--- config.mk ---
export PLATFORM = sky130hd
export DESIGN_NAME = present_decrypt
export DESIGN_NICKNAME = d
export VERILOG_FILES = /design/src/rtl/present_decrypt.sv
export SDC_FILE = /design/constraint.sdc
export NUM_CORES = 1
export LEC_CHECK = 0
export BUFFER_PORTS_ARGS = -buffer_cell sky130_fd_sc_hd__buf_4
export CAP_MARGIN = 15
export CORE_ASPECT_RATIO = 1.1
export CORE_MARGIN = 2
export CORE_UTILIZATION = 30
export DETAILED_ROUTE_END_ITERATION = 10
export HOLD_SLACK_MARGIN = 0.15
export PLACE_DENSITY = 0.51
export SLEW_MARGIN = 20
export SYNTH_ARGS = -nofsm -noshare
export SYNTH_HDL_FRONTEND = slang
export SYNTH_SLANG_ARGS = --single-unit
--- constraint.sdc ---
create_clock -name clk -period 3.5 [get_ports clk]
set_input_delay 0.7 -clock clk [delete_from_list [all_inputs] [get_ports clk]]
set_output_delay 0.7 -clock clk [all_outputs]
set_load 0.02 [all_outputs]
--- src/rtl/present_decrypt.sv ---
// Iterative PRESENT-80 block decryptor: a forward key-expansion pass derives K32,
// then the 31 rounds are undone in reverse order, one per clock.
module present_decrypt (
   input  logic        clk,
   input  logic        rst,
   input  logic        start,
   input  logic [63:0] cipher,
   input  logic [79:0] key,
   output logic        busy,
   output logic        ready,
   output logic [63:0] msg
);

   typedef enum logic [2:0] {
      IDLE,
      KEYEXP,
      WHITEN,
      DEC,
      DONE
   } state_t;

   state_t      state_reg;
   logic [79:0] key_reg;
   logic [63:0] data_reg;
   logic [4:0]  cnt_reg;

   logic [63:0] pinv_out;
   logic [63:0] round_out;

   function automatic logic [3:0] sbox(input logic [3:0] x);
      logic [3:0] y;
      case (x)
         4'h0: y = 4'hC;
         4'h1: y = 4'h5;
         4'h2: y = 4'h6;
         4'h3: y = 4'hB;
         4'h4: y = 4'h9;
         4'h5: y = 4'h0;
         4'h6: y = 4'hA;
         4'h7: y = 4'hD;
         4'h8: y = 4'h3;
         4'h9: y = 4'hE;
         4'hA: y = 4'hF;
         4'hB: y = 4'h8;
         4'hC: y = 4'h4;
         4'hD: y = 4'h7;
         4'hE: y = 4'h1;
         default: y = 4'h2;
      endcase
      return y;
   endfunction

   function automatic logic [3:0] sbox_inv(input logic [3:0] x);
      logic [3:0] y;
      case (x)
         4'h0: y = 4'h5;
         4'h1: y = 4'hE;
         4'h2: y = 4'hF;
         4'h3: y = 4'h8;
         4'h4: y = 4'hC;
         4'h5: y = 4'h1;
         4'h6: y = 4'h2;
         4'h7: y = 4'hD;
         4'h8: y = 4'hB;
         4'h9: y = 4'h4;
         4'hA: y = 4'h6;
         4'hB: y = 4'h3;
         4'hC: y = 4'h0;
         4'hD: y = 4'h7;
         4'hE: y = 4'h9;
         default: y = 4'hA;
      endcase
      return y;
   endfunction

   // Forward schedule step: K_{i+1} from K_i.
   function automatic logic [79:0] key_fwd(input logic [79:0] k, input logic [4:0] i);
      logic [79:0] r;
      r = {k[18:0], k[79:19]};
      r[79:76] = sbox(r[79:76]);
      r[19:15] = r[19:15] ^ i;
      return r;
   endfunction

   // Exact inverse of key_fwd: K_i from K_{i+1}.
   function automatic logic [79:0] key_inv(input logic [79:0] k, input logic [4:0] i);
      logic [79:0] r;
      r = k;
      r[19:15] = r[19:15] ^ i;
      r[79:76] = sbox_inv(r[79:76]);
      return {r[60:0], r[79:61]};
   endfunction

   // Inverse bit permutation: output bit j takes input bit 16*j mod 63.
   generate
      for (genvar gi = 0; gi < 63; gi++) begin : g_pinv
         assign pinv_out[gi] = data_reg[(16 * gi) % 63];
      end
   endgenerate
   assign pinv_out[63] = data_reg[63];

   generate
      for (genvar gi = 0; gi < 16; gi++) begin : g_sinv
         assign round_out[4*gi +: 4] = sbox_inv(pinv_out[4*gi +: 4]) ^ key_reg[16 + 4*gi +: 4];
      end
   endgenerate

   always_ff @(posedge clk or negedge rst) begin
      if (!rst) begin
         state_reg <= IDLE;
         key_reg   <= '0;
         data_reg  <= '0;
         cnt_reg   <= '0;
         busy      <= 1'b0;
         ready     <= 1'b0;
         msg       <= '0;
      end else begin
         case (state_reg)
            IDLE, DONE: begin
               if (start) begin
                  key_reg   <= key;
                  data_reg  <= cipher;
                  cnt_reg   <= 5'd1;
                  busy      <= 1'b1;
                  ready     <= 1'b0;
                  state_reg <= KEYEXP;
               end
            end
            KEYEXP: begin
               key_reg <= key_fwd(key_reg, cnt_reg);
               if (cnt_reg == 5'd31) begin
                  state_reg <= WHITEN;
               end else begin
                  cnt_reg <= cnt_reg + 5'd1;
               end
            end
            WHITEN: begin
               data_reg  <= data_reg ^ key_reg[79:16];
               key_reg   <= key_inv(key_reg, 5'd31);
               cnt_reg   <= 5'd31;
               state_reg <= DEC;
            end
            DEC: begin
               data_reg <= round_out;
               if (cnt_reg == 5'd1) begin
                  msg       <= round_out;
                  ready     <= 1'b1;
                  busy      <= 1'b0;
                  state_reg <= DONE;
               end else begin
                  // Key for the next (lower) round uses that round's counter value.
                  key_reg <= key_inv(key_reg, cnt_reg - 5'd1);
                  cnt_reg <= cnt_reg - 5'd1;
               end
            end
            default: state_reg <= IDLE;
         endcase
      end
   end

endmodule

# Yosys cells after proc, flatten, opt, wreduce, memory -nomap -nowiden
# Memory sizes are Yosys's and may differ from the RTL's.
# Index checks and enable logic that the tools add are counted.
# classes
mux,19
add_sub_neg,2
reduce_logical,11
bitwise_logic,20
eq_ne,11
# ops
operator,n
80-bit one-hot mux with 4 select lines,1
64-bit one-hot mux with 3 select lines,1
80-bit two-way mux,2
64-bit two-way mux,1
4-bit XOR,16
64-bit XOR,1
5-bit one-hot mux with 4 select lines,1
5-bit two-way mux,3
3-bit one-hot mux with 4 select lines,1
"2-bit inequality test, second input constant",5
5-bit XOR,2
3-bit two-way mux,3
3-bit AND reduction,3
"3-bit by 2-bit == test with 1-bit output, second input constant",2
"5-bit by 1-bit adder with 5-bit output, second input constant",1
"5-bit by 1-bit == test with 1-bit output, second input constant",1
"5-bit == test, second input constant",1
5-bit NOT,1
"5-bit by 1-bit subtractor with 5-bit output, second input constant",1
1-bit two-way mux,4
1-bit one-hot mux with 2 select lines,2
2-bit AND reduction,2
4-bit AND reduction,1
4-bit nonzero test,1
other kinds (6),6
# word_totals
rom_bits,1216
out_inout_bits,66
n_memories,19
reg_bits,218
# memory_table
memory,depth,word_bits,rd,rd_ports_with_merged_regs,wr,line,source
(name not given),16,4,1,0,0,32,case (x)
(name not given),16,4,1,0,0,55,case (x)
(name not given),16,4,1,0,0,55,
(name not given),16,4,1,0,0,55,
(name not given),16,4,1,0,0,55,
(name not given),16,4,1,0,0,55,
13 more memories,-,-,-,-,-,-,

# Depth between registers and ports, before layout
# logic_depth
ltp_word,4
ltp_mapped,9
ltp_nobuf,7

# Worst setup path after synthesis
# Ideal clock, no wire load.
# synth_timing
kind,reg2reg
from,register cnt_reg[1]
to,register key_reg[0]
path_stages_with_launch,8
synth_period_minus_slack_ns,2.072
setup_ns,0.125
n_path_buf,2
arrival_ns,1.947
slack_ns,1.428
cell_sequence,dfrtp_1 -> inv_1 -> ha_1 -> or4b_4 -> o221ai_2 -> buf_6 -> buf_6 -> mux2_2
# synth_via
elab_chain_cells,3
# synth_lines
element,line,source
start: declaration,25,logic [4:0] cnt_reg;
start signal: assignment,134,cnt_reg <= cnt_reg + 5'd1;
start signal: assignment,153,cnt_reg <= cnt_reg - 5'd1;
5-bit by 1-bit == test with 1-bit output,145,if (cnt_reg == 5'd1) begin
2-bit inequality test (no source line),-,
3-bit AND reduction (no source line),-,
end signal: assignment,130,"key_reg <= key_fwd(key_reg, cnt_reg);"
end signal: assignment,139,"key_reg <= key_inv(key_reg, 5'd31);"
end signal: assignment,152,"key_reg <= key_inv(key_reg, cnt_reg - 5'd1);"
end: declaration,23,logic [79:0] key_reg;
# No other way between the ends.
# A chain may end at the register's enable or synchronous reset.

# Worst setup path after layout
# layout_timing
from,register state_reg[0]
to,register key_reg[3]
# layout_via
elab_chain_cells,4
elab_cells_between_ends,11
cone_classes,6 x eq/ne; 1 x mux; 4 x reduce/logical
# layout_lines
element,line,source
start: declaration,22,state_t state_reg;
start signal: assignment,110,state_reg <= IDLE;
start signal: assignment,126,state_reg <= KEYEXP;
start signal: assignment,132,state_reg <= WHITEN;
3-bit == test or 3-bit logical NOT (tied branches),118,case (state_reg)
2-bit OR reduction,118,
4-bit nonzero test (no source line) or 2-bit inequality test (tied branches),-,
3-bit AND reduction (no source line),-,
end signal: assignment,121,key_reg <= key;
end signal: assignment,130,
end signal: assignment,139,
# Parallel ways exist; a longest one is shown, timed or not.

==> impl_table.tex <==
\begin{tabular}{lr}
\hline
Metric & Value \\
\hline
\multicolumn{2}{l}{\textbf{Die}} \\
Initial cell density of the core & 30.4\% \\
IO Count & 213 \\
Full die area & roughly 53000 um2 \\
Number of standard-cell rows in the floorplan & 86 \\
Core Box Area & 50100 um2 \\
Die width & between 200 and 250 um \\
Vertical die dimension & 240 um \\
\multicolumn{2}{l}{\textbf{Power}} \\
Logic pwr share & 52.1\% \\
Share of total power in the clock network & about 16\% \\
P per Cell Area & 1070 nW/um2 \\
Switching share of power & 48.9\% \\
Internal power summed over all cells & 9.98 mW \\
Largest vdd supply drop & $\sim$0.4 mV \\
Leakage power total & 7.99 nW \\
Part of the power in registers & between 30\% and 40\% \\
Switching Power & 9.57 mW \\
\multicolumn{2}{l}{\textbf{Critical path}} \\
Worst path arrival time & 3.06 ns \\
Critical path, cell by cell & buf\_4 > nor2\_1 > inv\_1 > o221ai\_4 > buf\_12 > mux2\_2 \\
Worst path required time & 3.96 ns \\
Longest individual stage delay on the worst path & 0.73 ns \\
Worst-case reg-to-reg path depth & 6 \\
Worst reg2reg startpoint & state\_reg[0]\$\_DFFE\_PN0P\_ \\
Class of the most critical setup path & register to register \\
Crit path max-delay cell type & sky130\_fd\_sc\_hd\_\_dfrtp\_1 \\
Nature of the critical path endpoint & register \\
Largest fanout of any net on the critical path & 103 \\
Register-to-register setup slack & around 0.90 ns \\
Launching element type of the critical path & register \\
Reg-to-Reg End & key\_reg[3]\$\_DFFE\_PN0P\_ \\
\multicolumn{2}{l}{\textbf{Timing}} \\
Post-route setup TNS & 0 ns \\
Final setup viols & 0 \\
Shortest clock period the worst path allows after layout & approximately 2.6 ns \\
Normalized max-slew margin & between 30\% and 40\% \\
PnR worst setup slack & 0.901 ns \\
Fin Clk Skew & between 0.02 and 0.03 ns \\
Period Utilization, post-route & 74.3\% \\
Worst Max-Slew Pin Slew & $\sim$0.93 ns \\
Number of pins exceeding their max-slew limit in the final report & 0 \\
Unrepaired setup endpoints after global routing & false \\
Peak clock frequency supported by timing & 385 MHz \\
Hold Vio Cnt, Final & 0 \\
\multicolumn{2}{l}{\textbf{Routing}} \\
Via count & between 10000 and 15000 \\
Violation count after the first detailed-routing iteration & 1183 \\
Detailed-routing iteration count for the pre-antenna-repair pass & 6 \\
Total wirelength of the detailed-routed design & slightly below 60000 um \\
Post-route DRC & 0 \\
Number of nets with antenna violations after routing & 0 \\
Average routed wire per standard cell & roughly 24 um \\
Post-DR vias/cell & 5.59 \\
\multicolumn{2}{l}{\textbf{Layout}} \\
Layout cell share with drive strength beyond 1 & 18.2\% \\
Number of flip-flops in the largest register & 80 \\
Most common cell after layout, fill and taps aside & sky130\_fd\_sc\_hd\_\_buf\_4 \\
Count of placed standard cells in the final layout, fillers left out & 2495 \\
Number of nets in the final layout & 2072 \\
Leading cell types in the layout, fill and taps excluded & sky130\_fd\_sc\_hd\_\_buf\_4 (230), sky130\_fd\_sc\_hd\_\_dfrtp\_1 (216), sky130\_fd\_sc\_hd\_\_o21ai\_0 (204), sky130\_fd\_sc\_hd\_\_nand2\_1 (164), sky130\_fd\_sc\_hd\_\_a21oi\_1 (122) \\
Area overhead of the layout relative to synthesis & 20.2\% \\
\multicolumn{2}{l}{\textbf{CTS}} \\
CTS Root Buffer Type & sky130\_fd\_sc\_hd\_\_clkbuf\_16 \\
Sinks on the clock net & 218 \\
Maximum clock insertion buffer count & 3 \\
Hold buffer count at cts & 0 \\
Clock-pin slew on the worst setup and hold paths & 0.07 ns \\
Clock tree from TritonCTS & yes \\
TritonCTS buffer count & 27 \\
Clock latency reported for the late side of the worst-skew pair & 0.58 ns \\
Number of post-CTS setup repair buffers & 0 \\
Count of H-tree levels built during CTS & 1 \\
Cells resized by post-CTS repair & 0 \\
\multicolumn{2}{l}{\textbf{Synth}} \\
Synth Net Count & 1950 \\
Yosys warns & 0 \\
Synthesized flop and latch total & 218 \\
Number of enable flip-flop cells after synthesis & 0 \\
Number of library cell types mapped by synthesis & 59 \\
Sequential share of the synthesized area & 35.8\% \\
Synth Cell Area & 15200 um2 \\
Synthesized instance count & $\sim$1700 \\
Share of synthesized flip-flops with an asynchronous set or reset & between 90\% and 100\% \\
Post-synthesis average cell area & about 9 um2 \\
Synth top area share & 35.8\% \\
Most area-consuming cells after synthesis & sky130\_fd\_sc\_hd\_\_dfrtp\_1 (36\%), sky130\_fd\_sc\_hd\_\_ha\_1 (9.1\%), sky130\_fd\_sc\_hd\_\_o21ai\_0 (6.7\%) \\
Synth Flop Type & sky130\_fd\_sc\_hd\_\_dfrtp\_1 \\
Leading area contributor after synthesis & sky130\_fd\_sc\_hd\_\_dfrtp\_1 \\
\multicolumn{2}{l}{\textbf{Global route}} \\
Top Usage Layer GRT & met2 \\
First-pass GRT wire length & 87400 um \\
Number of antenna violations at the first check in global routing & 1 \\
Met2 track utilization from global routing & between 30\% and 40\% \\
GR met3 Demand/Resource & 2.81\% \\
Via count of the first global-routing pass & 13400 \\
Maximum number of pins on one net before global-route repair & 104 \\
Met1 Resource Use GR & 30.8\% \\
Congestion Overflow GR & 0 \\
Tot GR Track Use & 22.2\% \\
\multicolumn{2}{l}{\textbf{Outcome}} \\
Run status & finished, final reports clean \\
\multicolumn{2}{l}{\textbf{Hold path}} \\
Min-delay worst type & primary input to asynchronous set/reset pin \\
\multicolumn{2}{l}{\textbf{Placed design}} \\
Placed instance count & 2445 \\
Gp weighted congestion & 0.908 \\
Worst slack at placement & between 0.9 and 1 ns \\
HPWL Detailed & between 40000 and 50000 um \\
\# port buffers & 212 \\
\multicolumn{2}{l}{\textbf{Flow run}} \\
Number of max-cap violations & 0 \\
\hline
\end{tabular}
through the flow:
stage	utilization (%)	power (mW)	hold WS [ns]	cell area (um2)
2_1_floorplan	-	12.4	0.404	15200
3_3_place_gp	34.6	16.2	0.468	17300
3_5_place_dp	34.6	16.5	0.471	17300
4_1_cts	36.5	19.6	0.179	18300
5_1_grt	36.5	21.0	0.214	18300
6_report	36.5	19.6	0.169	18300
routing by layer:
metal  share of wire, %  vias to the layer above
li1                   -                     6435
met1                 44                     6882
met2                 45                      542
met3                6.7                       78
met4                3.8                        0
met5                  0                        -
synth_stat cells, types with 3 or more instances:
cell	count
sky130_fd_sc_hd__a211oi_1	18
sky130_fd_sc_hd__a21oi_1	122
sky130_fd_sc_hd__a221o_1	18
sky130_fd_sc_hd__a221oi_1	85
sky130_fd_sc_hd__a222oi_1	4
sky130_fd_sc_hd__a22o_1	3
sky130_fd_sc_hd__a22oi_1	58
sky130_fd_sc_hd__a31oi_1	6
sky130_fd_sc_hd__a32o_1	33
sky130_fd_sc_hd__buf_1	18
sky130_fd_sc_hd__buf_2	31
sky130_fd_sc_hd__buf_6	8
sky130_fd_sc_hd__clkbuf_1	82
sky130_fd_sc_hd__clkbuf_2	5
sky130_fd_sc_hd__dfrtp_1	218
sky130_fd_sc_hd__ha_1	111
sky130_fd_sc_hd__inv_1	62
sky130_fd_sc_hd__mux2_1	14
sky130_fd_sc_hd__mux2_2	17
sky130_fd_sc_hd__mux2i_1	41
sky130_fd_sc_hd__mux4_2	14
sky130_fd_sc_hd__nand2_1	166
sky130_fd_sc_hd__nand2b_1	20
sky130_fd_sc_hd__nand3_1	9
sky130_fd_sc_hd__nand3b_1	9
sky130_fd_sc_hd__nor2_1	94
sky130_fd_sc_hd__nor2b_1	5
sky130_fd_sc_hd__nor3_1	12
sky130_fd_sc_hd__nor3b_1	20
sky130_fd_sc_hd__o21a_1	10
sky130_fd_sc_hd__o21ai_0	204
sky130_fd_sc_hd__o21ai_1	46
sky130_fd_sc_hd__o21bai_1	6
sky130_fd_sc_hd__o221ai_1	3
sky130_fd_sc_hd__o22ai_1	7
sky130_fd_sc_hd__or2_2	3
sky130_fd_sc_hd__xnor2_1	46
sky130_fd_sc_hd__xor2_1	39
power by group through the flow:
stage	Combinational (mW)	Clock (mW)	Sequential [mW]
after floorplan	7.27	0	5.15
after global placement	9.96	0	6.27
after detailed placement	10.2	0	6.32
after CTS	10.2	3.12	6.29
after global routing	11.3	3.22	6.52
final	10.2	3.04	6.33
cell type report:
cell class / count / area [um2]
well taps: 660 / 826
inverters: 62 / 233
clock buffers: 38 / 787
multi-input cells: 1266 / 8930
repair buffers: 239 / 1900
fillers: 5179 / 31800
diodes: 1 / 2.50
flip-flops and latches: 218 / 5460
clock inverters: 11 / 163
worst max-delay path by stage:
| stage | to | start | cells past startpoint | slack [ns] |
|---|---|---|---|---|
| final | key_reg[3]$_DFFE_PN0P_ | state_reg[0]$_DFFE_PN0P_ | 6 | 0.90 |
| after global routing | key_reg[38]$_DFFE_PN0P_ | state_reg[0]$_DFFE_PN0P_ | 7 | 0.71 |
| after detailed placement | key_reg[38]$_DFFE_PN0P_ | state_reg[0]$_DFFE_PN0P_ | 7 | 0.94 |
| after CTS | msg[59]$_DFFE_PN0P_ | cnt_reg[0]$_DFFE_PN0P_ | 5 | 0.91 |
| after global placement | key_reg[38]$_DFFE_PN0P_ | state_reg[0]$_DFFE_PN0P_ | 7 | 0.96 |
| after floorplan | key_reg[0]$_DFFE_PN0P_ | cnt_reg[1]$_DFFE_PN0P_ | 7 | 1.43 |
cell families after synthesis:
group	share of synthesized area, %
mux	7.06
compound gates	27.1
flops	35.8
simple gates	10.2
xor+xnor	4.89
fa+ha+maj	9.12
buf+inv	5.87
critical path: cells and delay by family (launching register included):
kind	cells	cell delay, ns
AOI/OAI and AO/OA	1	0.22
buffers and inverters	3	0.83
DFF	1	0.73
muxes	1	0.38
and+or+nand+nor	1	0.27
No activity file was read; power rests on OpenSTA's default activity.
